--- src/rtl/prio_cond_arbiter.sv ---
// Fixed-priority condition arbiter: captures a request vector, resolves the
// lowest set index (bit 0 wins) and offers it downstream on a valid/ready handshake.
module prio_cond_arbiter #(
  parameter int N_REQ = 4,
  parameter int ID_W  = $clog2(N_REQ),
  parameter int CNT_W = 8
) (
  input  logic             clk,
  input  logic             rst_n,
  input  logic [N_REQ-1:0] req_i,
  input  logic             req_valid_i,
  output logic             req_ready_o,
  output logic             gnt_valid_o,
  input  logic             gnt_ready_i,
  output logic [ID_W-1:0]  gnt_id_o,
  output logic [N_REQ-1:0] gnt_onehot_o,
  output logic             multi_o,
  output logic             nomatch_o,
  output logic [CNT_W-1:0] nomatch_cnt_o,
  output logic             busy_o
);

  localparam logic [0:0] IDLE  = 1'b0;
  localparam logic [0:0] GRANT = 1'b1;

  logic [0:0]       state_q, state_d;
  logic [ID_W-1:0]  gnt_id_q, gnt_id_d;
  logic [N_REQ-1:0] gnt_oh_q, gnt_oh_d;
  logic             multi_q, multi_d;
  logic             nomatch_q, nomatch_d;
  logic [CNT_W-1:0] cnt_q, cnt_d;

  logic [ID_W-1:0]  win_id_s;
  logic [N_REQ-1:0] win_oh_s;
  logic             accept_s;

  // Lowest-index winner; descending scan lets bit 0 overwrite everything else.
  always_comb begin
    win_id_s = '0;
    for (int i = N_REQ - 1; i >= 0; i--) begin
      if (req_i[i]) begin
        win_id_s = ID_W'(i);
      end else begin
        win_id_s = win_id_s;
      end
    end
    win_oh_s = req_i & (~req_i + N_REQ'(1));
  end

  // Next-state and captured-grant logic.
  always_comb begin
    state_d   = state_q;
    gnt_id_d  = gnt_id_q;
    gnt_oh_d  = gnt_oh_q;
    multi_d   = multi_q;
    nomatch_d = 1'b0;
    cnt_d     = cnt_q;
    accept_s  = req_valid_i && (state_q == IDLE);
    case (state_q)
      IDLE: begin
        if (accept_s) begin
          if (|req_i) begin
            gnt_id_d = win_id_s;
            gnt_oh_d = win_oh_s;
            multi_d  = ($countones(req_i) > 1);
            state_d  = GRANT;
          end else begin
            nomatch_d = 1'b1;
            cnt_d     = (cnt_q == {CNT_W{1'b1}}) ? cnt_q : cnt_q + CNT_W'(1);
          end
        end else begin
          state_d = IDLE;
        end
      end
      GRANT: begin
        if (gnt_ready_i) begin
          state_d = IDLE;
        end else begin
          state_d = GRANT;
        end
      end
      default: begin
        state_d = IDLE;
      end
    endcase
  end

  // State registers with synchronous active-low reset.
  always_ff @(posedge clk) begin
    if (!rst_n) begin
      state_q   <= IDLE;
      gnt_id_q  <= '0;
      gnt_oh_q  <= '0;
      multi_q   <= 1'b0;
      nomatch_q <= 1'b0;
      cnt_q     <= '0;
    end else begin
      state_q   <= state_d;
      gnt_id_q  <= gnt_id_d;
      gnt_oh_q  <= gnt_oh_d;
      multi_q   <= multi_d;
      nomatch_q <= nomatch_d;
      cnt_q     <= cnt_d;
    end
  end

  assign req_ready_o   = (state_q == IDLE);
  assign gnt_valid_o   = (state_q == GRANT);
  assign busy_o        = (state_q != IDLE);
  assign gnt_id_o      = gnt_id_q;
  assign gnt_onehot_o  = gnt_oh_q;
  assign multi_o       = multi_q;
  assign nomatch_o     = nomatch_q;
  assign nomatch_cnt_o = cnt_q;

endmodule

--- config.mk ---
export PLATFORM = sky130hd
export DESIGN_NAME = prio_cond_arbiter
export DESIGN_NICKNAME = d
export VERILOG_FILES = /design/src/rtl/prio_cond_arbiter.sv
export SDC_FILE = /design/constraint.sdc
export NUM_CORES = 1
export LEC_CHECK = 0
export ABC_AREA = 0
export CORE_MARGIN = 5
export CORE_UTILIZATION = 30
export DETAILED_ROUTE_END_ITERATION = 7
export GPL_ROUTABILITY_DRIVEN = 0
export SETUP_SLACK_MARGIN = 0.4
export SLEW_MARGIN = 10
export SYNTH_ARGS = -nofsm -noshare
export SYNTH_HDL_FRONTEND = slang
export SYNTH_SLANG_ARGS = --single-unit
export TNS_END_PERCENT = 50
--- constraint.sdc ---
create_clock -name clk -period 1.74 [get_ports clk]
set_input_delay 0.261 -clock clk [delete_from_list [all_inputs] [get_ports clk]]
set_output_delay 0.261 -clock clk [all_outputs]
set_load 0.05 [all_outputs]
==> out/metrics.cfg <==
[status]
outcome = finished, final reports clean

[floorplanning]
ios = 27
rows = 19
die_h_um = 63.1
core_mm2 = 0.00273
dieArea_mm2 = 0.00398
start_util_pct = 30.9
die_w_um = 63.1

[placed_design]
portBuffers = 26
placed_cells = 165
dp_hpwl_um = 1730

[cts]
cts_buffers = 3
hold_buffers = 0
clkLatencyLatePin_ns = 0.29
cts_tree = built
clock_sinks = 17
path_clk_slew_ns = 0.10
root_buffer = clkbuf_4
clk_path_buf_depth = 2
htreeDepth = 1

[setup_path]
startpoint = nomatch_cnt_o[0]
worstPathRequired_ns = 1.96
start_kind = register
timing.rr.start = nomatch_cnt_o[0]
worstPathMaxFanout = 3
crit_end = nomatch_cnt_o[3]
rr_endpoint = nomatch_cnt_o[3]
ff2ff_setup_slack_ns = 0.42
crit_path_end_kind = register
reg2reg_depth = 6
crit_type = reg2reg
crit_arrival_ns = 1.55

[timing]
slew_viol_final = 0
hold_viol = 0
skew_ns = 0.00706
worstMarginPinSlew_ns = 0.497
final-setup-viol-count = 0
clock.fmax_mhz = 755
post-route-min-period_ns = 1.32
grt_setup_unrepaired = yes
relSlewSlack_pct = 66.8
period_share_pct = 76.1

[finish]
drive_gt1_share_pct = 44.1
fin_util_pct = 49.1
nNetsFinal = 156
layout_commonest_cell = buf_4
n_antenna_cell = 0
syn_to_final_growth_pct = 58.8
fin_cells = 174
layout_common_cells = buf_4 (33), nand2_1 (13), a21oi_1 (10), dfxtp_1 (10), nor2_1 (8)

[power_and_ir_drop]
peakVddDrop_mv = 0.386
p_per_area_mw_per_mm2 = 596
p_leak_nw = 0.553

[grt]
grt_max_degree = 15
grt_use_total_pct = 11.3
antenna_found_initial = 0
grt_pass1_vias = 841
overflow = 0
grt_pass1_wl_um = 3660

[yosys]
netlist_instances = 100
synth-seq-area-share_pct = 40.3
synth.avg_cell_area_um2 = 8.45
synthArstFlopShare_pct = 0
yosys_warnings = 0
ys_types = 31
synth_area_um2 = 845
synth.net_count = 112
synth_flop_cell = dfxtp_1
synth_edf_count = 0
ys_ff_latch = 17

[routing]
drt_iter0_drc = 37
wirelength_um = 2290
drt-wirelength-per-cell_um = 13.2
detail_route.first_pass.iterations = 4
viasPerCell = 5.12
routed-via-count = 891
drtAntennaViolNets = 0
drc = 0

[run]
timing.max_cap.violations = 0

[hold_path]
min_path_type = in2reg

## area by class of cell
type                            count  area (um2)
Fill cell                         259        1390
Sequential cell                    17         359
Inverter                            5        26.3
Clock buffer                        4        26.3
Tap cell                           31        38.8
Timing Repair Buffer               42         342
Multi-Input combinational cell     75         549
## critical path, stage by stage, from the launching register on
cell and delay (ns):
dfxtp_4 0.37, ha_4 0.16, nand4_1 0.10, o21ai_2 0.07, buf_4 0.14, or3_1 0.32
a21oi_2 0.12
## registers in the layout (all words and copies together) (netlist names)
name / count
nomatch_o: 1
nomatch_cnt_o: 8
busy_o: 1
gnt_id_o: 2
gnt_onehot_o: 4
multi_o: 1
## Yosys cell counts (2+ instances only)
cell type / count / area (um2)
o21ai_0: 4 / 20.0
o31ai_1: 2 / 15.0
ha_1: 3 / 37.5
and3_1: 3 / 18.8
nand4_1: 2 / 12.5
nand2b_1: 3 / 18.8
dfxtp_1: 17 / 340
a21oi_1: 12 / 60.1
nand2_1: 13 / 48.8
mux2i_1: 2 / 20.0
nand3_1: 3 / 15.0
nor3_1: 2 / 10.0
inv_1: 5 / 18.8
nor2_1: 9 / 33.8
a311oi_1: 2 / 17.5
clkbuf_1: 2 / 7.51
or4_1: 2 / 15.0
## per-stage QoR
stage / instance area, um2 / power, mW / setup WS, ns / TNS, ns / hold WS [ns]
5_1_grt: 1340 / 0.840 / 0.358 / 0 / 0.341
3_5_place_dp: 1220 / 0.581 / -0.315 / -3.10 / 0.451
2_1_floorplan: 907 / 0.507 / 0.309 / 0 / 0.397
4_1_cts: 1320 / 0.806 / 0.347 / 0 / 0.329
6_report: 1340 / 0.800 / 0.416 / 0 / 0.336
3_3_place_gp: 1220 / 0.578 / -0.233 / -2.70 / 0.443
## kinds of logic after synthesis
| family | count (synthesis) | synth area share, % |
|---|---|---|
| DFF | 17 | 40.3 |
| buffers and inverters | 8 | 4.00 |
| and+or+nand+nor | 45 | 29.5 |
| muxes | 2 | 2.37 |
| AOI/OAI and AO/OA | 24 | 17.0 |
| adders and majority gates | 4 | 6.82 |
## power breakdown
| group | internal [mW] | leakage (nW) | switching [mW] |
|---|---|---|---|
| Combinational | 0.0729 | 0.396 | 0.110 |
| Clock | 0.0890 | 0.0150 | 0.126 |
| Sequential | 0.394 | 0.143 | 0.00817 |
| Total | 0.556 | 0.553 | 0.243 |
## repair_timing
item,CTS,global route
buffers inserted,4,1
gates cloned,0,0
endpoints found under the setup margin,16,13
gates resized for setup,27,4
pin swaps,12,7
## how the worst min path moves through the flow
stage | start | endpoint | slack (ns) | cells past startpoint
after CTS | req_i[0] | gnt_onehot_o[0] | 0.33 | 4
after detailed placement | gnt_id_o[1] | gnt_id_o[1] | 0.45 | 2
final | req_i[0] | gnt_onehot_o[0] | 0.34 | 4
after global placement | gnt_id_o[0] | gnt_id_o[0] | 0.44 | 2
after global routing | req_i[0] | gnt_onehot_o[0] | 0.34 | 4
after floorplan | req_i[0] | gnt_onehot_o[0] | 0.40 | 2
## layer usage
| layer | wire, um | up-vias | GRT usage [%] |
|---|---|---|---|
| met4 | 10 | 0 | 3.98 |
| met2 | 1070 | 28 | 18.6 |
| li1 | - | 443 | - |
| met5 | 0 | - | 0 |
| met3 | 170 | 2 | 3.91 |
| met1 | 1040 | 418 | 13.6 |
Power figures use the tool's default switching activity.
